`config.mk`:
```
export PLATFORM = sky130hd
export DESIGN_NAME = freq_counter
export DESIGN_NICKNAME = d
export VERILOG_FILES = /design/src/rtl/freq_counter_pkg.sv /design/src/rtl/sync_edge_detect.sv /design/src/rtl/freq_counter.sv
export SDC_FILE = /design/constraint.sdc
export NUM_CORES = 1
export LEC_CHECK = 0
export CORE_ASPECT_RATIO = 1.5
export CORE_MARGIN = 8
export CORE_UTILIZATION = 30
export CTS_BUF_LIST = sky130_fd_sc_hd__clkbuf_8
export DETAILED_ROUTE_END_ITERATION = 8
export PLACE_DENSITY = 0.51
export RECOVER_POWER = 100
export SYNTH_ARGS = -nofsm -noshare
export SYNTH_HDL_FRONTEND = slang
export SYNTH_SLANG_ARGS = --single-unit
```
`constraint.sdc`:
```
create_clock -name clock -period 2 [get_ports clock]
set_input_delay 0.4 -clock clock [delete_from_list [all_inputs] [get_ports clock]]
set_output_delay 0.4 -clock clock [all_outputs]
set_load 0.1 [all_outputs]
```
`src/rtl/freq_counter_pkg.sv`:
```
// Shared types and defaults for the gated frequency counter.
package freq_counter_pkg;

  // Measurement sequencer states.
  typedef enum logic [1:0] {
    IDLE    = 2'd0,
    MEASURE = 2'd1,
    DONE    = 2'd2
  } state_t;

  // Default window length in clock cycles.
  localparam int DEF_GATE_CYCLES = 1024;

  // Default width of the edge count result.
  localparam int DEF_CNT_W = 16;

  // Number of flops in the oscillator synchronizer chain.
  localparam int SYNC_STAGES = 2;

endpackage

```
`src/rtl/sync_edge_detect.sv`:
```
// Brings the asynchronous oscillator into the clock domain through a flop
// chain, then flags a rising edge for one cycle when the last stage goes 0->1.
module sync_edge_detect
  import freq_counter_pkg::*;
(
  input  logic clock,
  input  logic Reset,
  input  logic din,
  output logic rise
);

  logic sync_reg [SYNC_STAGES];
  logic last_reg;

  genvar gi;
  generate
    for (gi = 0; gi < SYNC_STAGES; gi++) begin : g_sync
      if (gi == 0) begin : g_first
        // First stage samples the raw asynchronous input.
        always_ff @(posedge clock or negedge Reset) begin
          if (!Reset) sync_reg[gi] <= 1'b0;
          else        sync_reg[gi] <= din;
        end
      end else begin : g_next
        // Later stages give metastability time to resolve.
        always_ff @(posedge clock or negedge Reset) begin
          if (!Reset) sync_reg[gi] <= 1'b0;
          else        sync_reg[gi] <= sync_reg[gi-1];
        end
      end
    end
  endgenerate

  // Remember the previous value of the final stage for edge detection.
  always_ff @(posedge clock or negedge Reset) begin
    if (!Reset) last_reg <= 1'b0;
    else        last_reg <= sync_reg[SYNC_STAGES-1];
  end

  assign rise = sync_reg[SYNC_STAGES-1] & ~last_reg;

endmodule

```
`src/rtl/freq_counter.sv`:
```
// Counts rising edges of an asynchronous oscillator over a fixed window of
// GATE_CYCLES clocks. The result is published on Count with a one-cycle Done
// pulse; the edge counter saturates and raises a sticky Overflow flag.
module freq_counter
  import freq_counter_pkg::*;
#(
  parameter int GATE_CYCLES = DEF_GATE_CYCLES,
  parameter int CNT_W       = DEF_CNT_W
) (
  input  logic             clock,
  input  logic             Reset,
  input  logic             OscIn,
  input  logic             Start,
  input  logic             Abort,
  output logic [CNT_W-1:0] Count,
  output logic             Done,
  output logic             Busy,
  output logic             Overflow
);

  localparam int                GATE_W    = $clog2(GATE_CYCLES);
  localparam logic [GATE_W-1:0] GATE_LOAD = GATE_W'(GATE_CYCLES - 1);
  localparam logic [CNT_W-1:0]  CNT_MAX   = '1;

  state_t              state_reg, state_next;
  logic [GATE_W-1:0]   gate_reg, gate_next;
  logic [CNT_W-1:0]    edge_reg, edge_next;
  logic [CNT_W-1:0]    count_reg, count_next;
  logic                ovf_reg, ovf_next;
  // Overflow as it stood before the current window started, so an aborted
  // window can leave the published flag exactly as it was before Start.
  logic                ovf_saved_reg, ovf_saved_next;
  logic                rise;

  sync_edge_detect u_sync (
    .clock (clock),
    .Reset (Reset),
    .din   (OscIn),
    .rise  (rise)
  );

  // Next-state and datapath update for the IDLE/MEASURE/DONE sequence.
  always_comb begin
    state_next     = state_reg;
    gate_next      = gate_reg;
    edge_next      = edge_reg;
    count_next     = count_reg;
    ovf_next       = ovf_reg;
    ovf_saved_next = ovf_saved_reg;

    case (state_reg)
      IDLE: begin
        // Abort has priority over Start while idle.
        if (Start && !Abort) begin
          state_next     = MEASURE;
          gate_next      = GATE_LOAD;
          edge_next      = '0;
          ovf_saved_next = ovf_reg;
          ovf_next       = 1'b0;
        end
      end

      MEASURE: begin
        if (Abort) begin
          state_next = IDLE;
          ovf_next   = ovf_saved_reg;
        end else begin
          if (rise) begin
            if (edge_reg == CNT_MAX) ovf_next  = 1'b1;
            else                     edge_next = edge_reg + CNT_W'(1);
          end
          if (gate_reg == '0) begin
            // Final window cycle: an edge seen now is included in the result.
            state_next = DONE;
            count_next = edge_next;
          end else begin
            gate_next = gate_reg - GATE_W'(1);
          end
        end
      end

      DONE: begin
        // Abort is ignored here; the result is already committed.
        state_next = IDLE;
      end

      default: begin
        state_next = IDLE;
      end
    endcase
  end

  // State and datapath registers.
  always_ff @(posedge clock or negedge Reset) begin
    if (!Reset) begin
      state_reg     <= IDLE;
      gate_reg      <= '0;
      edge_reg      <= '0;
      count_reg     <= '0;
      ovf_reg       <= 1'b0;
      ovf_saved_reg <= 1'b0;
    end else begin
      state_reg     <= state_next;
      gate_reg      <= gate_next;
      edge_reg      <= edge_next;
      count_reg     <= count_next;
      ovf_reg       <= ovf_next;
      ovf_saved_reg <= ovf_saved_next;
    end
  end

  assign Count    = count_reg;
  assign Done     = (state_reg == DONE);
  assign Busy     = (state_reg != IDLE);
  assign Overflow = ovf_reg;

endmodule

```
==> summary.txt, run 1 <==
Run status
  – Run status: completed

Yosys
  – Post-Syn Area: 2451 sq um
  – Yosys top cell by area: dfrtp_1
  – Synth unique cells: 47
  – Post-synthesis cell count: approximately 260
  – Seq/Total Area, Yosys: between 50% and 60%
  – Synth Warn #: 0
  – Syn_nets: 268
  – Yosys top cell area share: roughly half
  – Avg Cell Area, Syn: between 9 and 10 sq um
  – Synth top area cells: dfrtp_1, nand2_1, o21ai_0, a21oi_1, xor2_1
  – Number of synthesized register bits: a little under 50

Global route
  – Global routing's busiest layer: met2
  – First-pass GRT wire length: about 10000 microns
  – Met2 Usage GRT: around a fifth
  – Largest net degree at the start of global routing: 34
  – Met1 GRT Util: between 10% and 20%
  – GRT Util Overall: a little over a tenth
  – GR Util met3: under 10%
  – Vias in the first global route: roughly 2100
  – Antenna violations before repair: 0
  – GR Overflow Total: 0

Cells and area
  – Most frequent cells in the layout: dfrtp_1, nand2_1, buf_4
  – Number of fillers in the final layout: approximately 820
  – Final Net Count: between 300 and 400
  – Commonest non-fill, non-tap cell in the layout: dfrtp_1
  – Final Cell Area: 2992 sq um
  – Layout cells sized above 1: ~19%
  – Layout area overhead: 22.05%
  – Number of antenna repair diodes: 0
  – Final core occ: a little under two fifths

Worst setup path
  – Reg-to-reg endpoint: Count[11]
  – Crit path max fanout: 29
  – Endpoint class of the critical path: register
  – R2r worst-path depth: 5
  – Crit path kind: register to register
  – WP data arrival: 2.08 ns
  – Startpoint Class: register
  – Worst reg2reg setup slack: approximately 0.12 ns
  – Required @ worst endpoint: 2.21 ns
  – Origin of the critical flop-to-flop path: gate_reg[7]

Clock tree
  – H-tree levels: 2
  – # clock sinks: approximately 50
  – CTS tree: yes
  – CTS Root Buffer Type: clkbuf_8
  – Clk buf depth: 2
  – Clock Latency Late Sink: approximately 0.30 ns
  – Clk slew on worst S/H paths: 0.08 ns
  – Num CTS Buffers: 5
  – Setup Buffers After CTS: 0
  – Post-CTS Hold Buffers: 0

Detailed routing
  – Antenna-violating nets left: 0
  – DR pass1 iterations: 4
  – Total number of vias: just over 2000
  – DRT iter0 DRCs: 73
  – WL per Instance: about 14 microns
  – DR DRC count: 0
  – Via density: 5.002
  – DRT Wirelength: 5798 microns

Floorplanning
  – Num ports: 24
  – Die H: about 130 microns
  – Core area: 7958 sq um
  – Die width: about 90 microns
  – Initial Utilization: between 30% and 40%
  – Row cnt: 40
  – Die footprint: approximately 11000 sq um

STA
  – TNS Setup: 0 ns
  – Max-slew violation count: 0
  – Final-report setup violation count: 0
  – Slew HR: approximately 37%
  – Slew @ Worst Pin: about 0.94 ns
  – Worst setup margin: roughly 0.12 ns
  – Peak Freq: approximately 530 MHz
  – RSZ-0062 raised after global routing: yes
  – Final hold violation count: 0
  – Final Critical Period: approximately 1.9 ns
  – Post-Route Skew: around 0.0095 ns
  – Fin crit share: 93.85%

Min path
  – HP Class: input port to async pin

Job
  – MaxCap Viol Count: 0

Power and ir drop
  – Leak pwr: between 1 and 1.5 nW
  – Power Dens Cells: 597.6 nW/um^2
  – Power after layout: around 0.0018 W
  – Max IR drop VDD: 0.0002891 V

Placement
  – Post-DP HPWL: 4317 microns
  – Place WS: 0.01345 ns
  – Port bufs: 23
  – Cell Area, Placed: approximately 3000 sq um
  – Final RePlAce weighted congestion: between 0.8 and 0.9
==> cell usage after synthesis (all sizes together) <==
master,count
nor2b,7
or3,1
a32o,1
a22o,4
mux2,1
nor3,5
a31oi,7
nand4,7
a21oi,18
a21o,2
nor2,19
o211a,1
nand3b,2
o22ai,1
buf,5
inv,6
nand2b,4
and2,1
clkbuf,3
o211ai,3
o21ai,28
nor4,5
nand4b,2
xor2,8
xnor2,7
and4,1
nand2,31
a211o,1
a41oi,1
a221o,1
nand3,14
or4,2
or2,2
nor4b,1
o31ai,2
and3,2
ha,2
dfrtp,49
and4b,1
o21a,1
mux2i,2
==> layer usage <==
layer | part of all wire (%) | up-vias
met5 | 0 | -
met4 | 2.2 | 0
met3 | 3.8 | 9
met2 | 51 | 31
met1 | 43 | 983
li1 | - | 1043
==> critical path, stage by stage, from the launching register on <==
cell,delay (ns)
dfrtp_1,0.40
or4_1,0.59
nor3_2,0.19
nand3_1,0.15
buf_12,0.19
o31ai_1,0.25
==> cell families (layout without fill, tap and decap cells) <==
logic type	Yosys count	in the layout	share of synthesized area [%]
multiplexers	3	3	1.276
AO/OA/AOI/OAI	71	71	17.25
flip-flops	49	49	50.03
XOR/XNOR	15	15	5.360
AND/OR/NAND/NOR	107	107	22.66
buffers and inverters	14	61	2.399
adder cells (fa/ha/maj)	2	2	1.021
==> worst max path at each step <==
stage / start / slack [ns] / end / cells after the start
floorplan: edge_reg[0] / 0.16 / edge_reg[8] / 6
global placement: Abort / 0.05 / gate_reg[7] / 7
detailed placement: gate_reg[7] / 0.01 / Count[15] / 7
CTS: gate_reg[7] / 0.01 / Count[11] / 5
global route: gate_reg[7] / -0.01 / Count[15] / 7
finish: gate_reg[7] / 0.12 / Count[11] / 5
==> area by class of cell <==
cell class                 instances  area (sq um)  share of cell area [%]
timing repair buffer              48         336.6                   11.25
clock inverter                     1         3.754                  0.1255
inverter                           6         22.52                  0.7528
sequential                        49          1226                   40.99
clock buffer                       6         82.58                   2.760
multi-input combinational        198          1189                   39.73
tap                              105         131.4                   4.391
==> stage by stage <==
stage,instances,hold slack [ns]
2_1_floorplan,261,0.1044
3_3_place_gp,406,0.3327
3_5_place_dp,406,0.3364
4_1_cts,413,0.03413
5_1_grt,413,0.2775
6_report,413,0.2144
==> timing repair <==
| item | 4_1_cts | 5_1_grt |
|---|---|---|
| setup endpoints to repair | 0 | 16 |
| resized for setup | 0 | 5 |
| hold endpoints to repair | 0 | 0 |
==> where the power goes <==
part / internal, W / switching [W]
sequential: 0.00101 / 0.0000133
combinational: 0.0000630 / 0.000116
clock: 0.000270 / 0.000315
total: 0.00134 / 0.000444
(Power assumes the default switching activity.)
==> run 2: changes to the inputs <==
Settings changed: SKIP_CTS_REPAIR_TIMING from default to 1.
==> results of run 2 <==
The final DEF is identical to that of run 1; final timing and power are the same.
==> run 3: changes to the inputs <==
Settings changed: CORE_MARGIN 8 to 1.5.
==> run 3 against run 2 <==
Final cell count rose by 1.5%. Largest power group unchanged. Critical path type unchanged. Die area fell by 23%. Largest cell class unchanged. Critical endpoint is now Count[9]. Highest routed layer unchanged. Maximum frequency fell by 0.26%.
==> summary.txt, run 3 (same netlist as run 1, synthesis figures left out) <==
Min path
  – HP Class: register to register

Detailed routing
  – Total number of vias: 2082 (+0.77%)
  – Antenna-violating nets left: 0 (unchanged)
  – Via density: 4.969 (-0.67%)
  – DR DRC count: 0 (unchanged)
  – DR pass1 iterations: 4 (unchanged)
  – WL per Instance: 13.95 microns (-0.67%)
  – DRT iter0 DRCs: 82 (+12%)
  – DRT Wirelength: 5843 microns (+0.78%)

Placement
  – Port bufs: 23 (unchanged)
  – Final RePlAce weighted congestion: 0.8653 (+4.4%)
  – Post-DP HPWL: 4257 microns (-1.4%)

Run status
  – Run status: completed

Worst setup path
  – Worst reg2reg setup slack: 0.12 ns (about the same)
  – Required @ worst endpoint: 2.19 ns (-0.02 ns)
  – WP data arrival: 2.07 ns (about the same)
  – Crit path max fanout: 5 (-83%)
  – Crit path kind: register to register
  – Endpoint class of the critical path: register
  – Startpoint Class: register

STA
  – Final hold violation count: 0 (unchanged)
  – Fin crit share: 94.10% (+0.25 points)
  – Final hold slack: 0.3608 ns (+0.1464 ns)
  – Post-Route Skew: 0.01192 ns (+0.002379 ns)
  – Slew HR: 26.99% (-10 points)
  – Final Critical Period: 1.882 ns (+0.004902 ns)
  – Slew @ Worst Pin: 1.095 ns (+0.1573 ns)
  – Peak Freq: 531.4 MHz (-0.26%)
  – TNS Setup: 0 ns (unchanged)
  – Max-slew violation count: 0 (unchanged)
  – Final-report setup violation count: 0 (unchanged)

Cells and area
  – Number of fillers in the final layout: 849 (+3.0%)
  – Final Net Count: 320 (+1.6%)
  – Number of antenna repair diodes: 0 (unchanged)
  – Layout area overhead: 24.86%
  – Most frequent cells in the layout: dfrtp_1, nand2_1, buf_4
  – Commonest non-fill, non-tap cell in the layout: dfrtp_1
  – Layout cells sized above 1: 21.66% (+2.2 points)

Floorplanning
  – Die H: 113.7 microns (-10%)
  – Initial Utilization: 30.80% (unchanged)
  – Die footprint: 8733 sq um (-23%)
  – Core area: 7958 sq um (unchanged)
  – Num ports: 24 (unchanged)
  – Row cnt: 40 (unchanged)
  – Die width: 76.81 microns (-14%)

Global route
  – Antenna violations before repair: 0 (unchanged)
  – Largest net degree at the start of global routing: 49 (+44%)
  – First-pass GRT wire length: 10070 microns (+0.35%)
  – Vias in the first global route: 2091 (-1.5%)
  – GR Overflow Total: 0 (unchanged)
  – GRT Util Overall: 14.72% (+4.0 points)

Power and ir drop
  – Power Dens Cells: 641.1 nW/um^2 (+7.3%)
  – Max IR drop VDD: 0.0002582 V (-11%)
  – Leak pwr: 1.281 nW (+3.4%)
  – Power after layout: 0.001962 W (+9.7%)

Clock tree
  – Clock Latency Late Sink: 0.31 ns (about the same)
  – CTS Root Buffer Type: clkbuf_8
  – H-tree levels: 2 (unchanged)
  – Num CTS Buffers: 5 (unchanged)
  – CTS tree: yes
  – Clk slew on worst S/H paths: 0.09 ns (about the same)
  – Clk buf depth: 2 (unchanged)
  – # clock sinks: 49 (unchanged)

Job
  – MaxCap Viol Count: 0 (unchanged)
==> run 3: cell count changes in the layout (fill, tap and decap cells not counted), sizes merged <==
| cell | previous run | this run |
|---|---|---|
| buf | 24 | 28 |
| bufinv | 0 | 1 |
| clkinvlp | 0 | 1 |
| dlygate4sd3 | 2 | 3 |
| inv | 7 | 6 |
==> run 3: power by group <==
part           internal [W]  switching, W  leakage (nW)
registers           0.00101     0.0000125         0.626
logic             0.0000657      0.000117         0.597
clock network      0.000407      0.000349        0.0574
total               0.00148      0.000478          1.28
==> run 3: per-stage QoR <==
step           cells  utilization (%)  area, sq um  setup WS, ns
3_5_place_dp     409            37.37         2974      -0.01699
5_1_grt          419            38.46         3060     -0.004067
4_1_cts          417            38.88         3094     -0.008159
6_report         419            38.46         3060        0.1181
3_3_place_gp     409            37.37         2974      -0.01170
2_1_floorplan    261                -         2454        0.1571
==> run 3: worst paths after layout <==
| kind | from | end | cells after the start |
|---|---|---|---|
| worst max-delay path | edge_reg[1] | Count[9] | 6 |
| worst min-delay path | u_sync.sync_reg[1] | u_sync.sync_reg[0] | 0 |
| worst max register to register | edge_reg[1] | Count[9] | 6 |
| worst min register to register | u_sync.sync_reg[1] | u_sync.sync_reg[0] | 0 |
| max in group asynchronous | Reset | Count[8] | 3 |
| min in group asynchronous | Reset | u_sync.sync_reg[1] | 2 |
==> run 3: layer usage <==
metal | share of wire, % | routed length (microns) | global-route usage [%] | vias up
li1 | - | - | - | 1044
met1 | 40 | 2359 | 16.58 | 1001
met2 | 55 | 3185 | 26.61 | 26
met3 | 2.2 | 128 | 2.480 | 11
met4 | 2.9 | 170 | 7.284 | 0
met5 | 0 | 0 | 0 | -
==> run 3: worst max-delay path, cell delays in order (launching register included) <==
cell and delay, ns:
dfrtp_1 0.40, ha_2 0.23, nand2_4 0.06, or4_4 0.54
o211ai_1 0.27, xor2_1 0.20, o21ai_1 0.07
==> run 3: final cells by class <==
type / instances / area (sq um) / share of cell area, %
Multi-Input combinational cell: 198 / 1199 / 39.17
Timing Repair Buffer: 53 / 361.6 / 11.82
Sequential cell: 49 / 1226 / 40.07
Inverter: 6 / 22.52 / 0.7359
Clock inverter: 2 / 37.54 / 1.226
Clock buffer: 6 / 82.58 / 2.698
Tap cell: 105 / 131.4 / 4.293
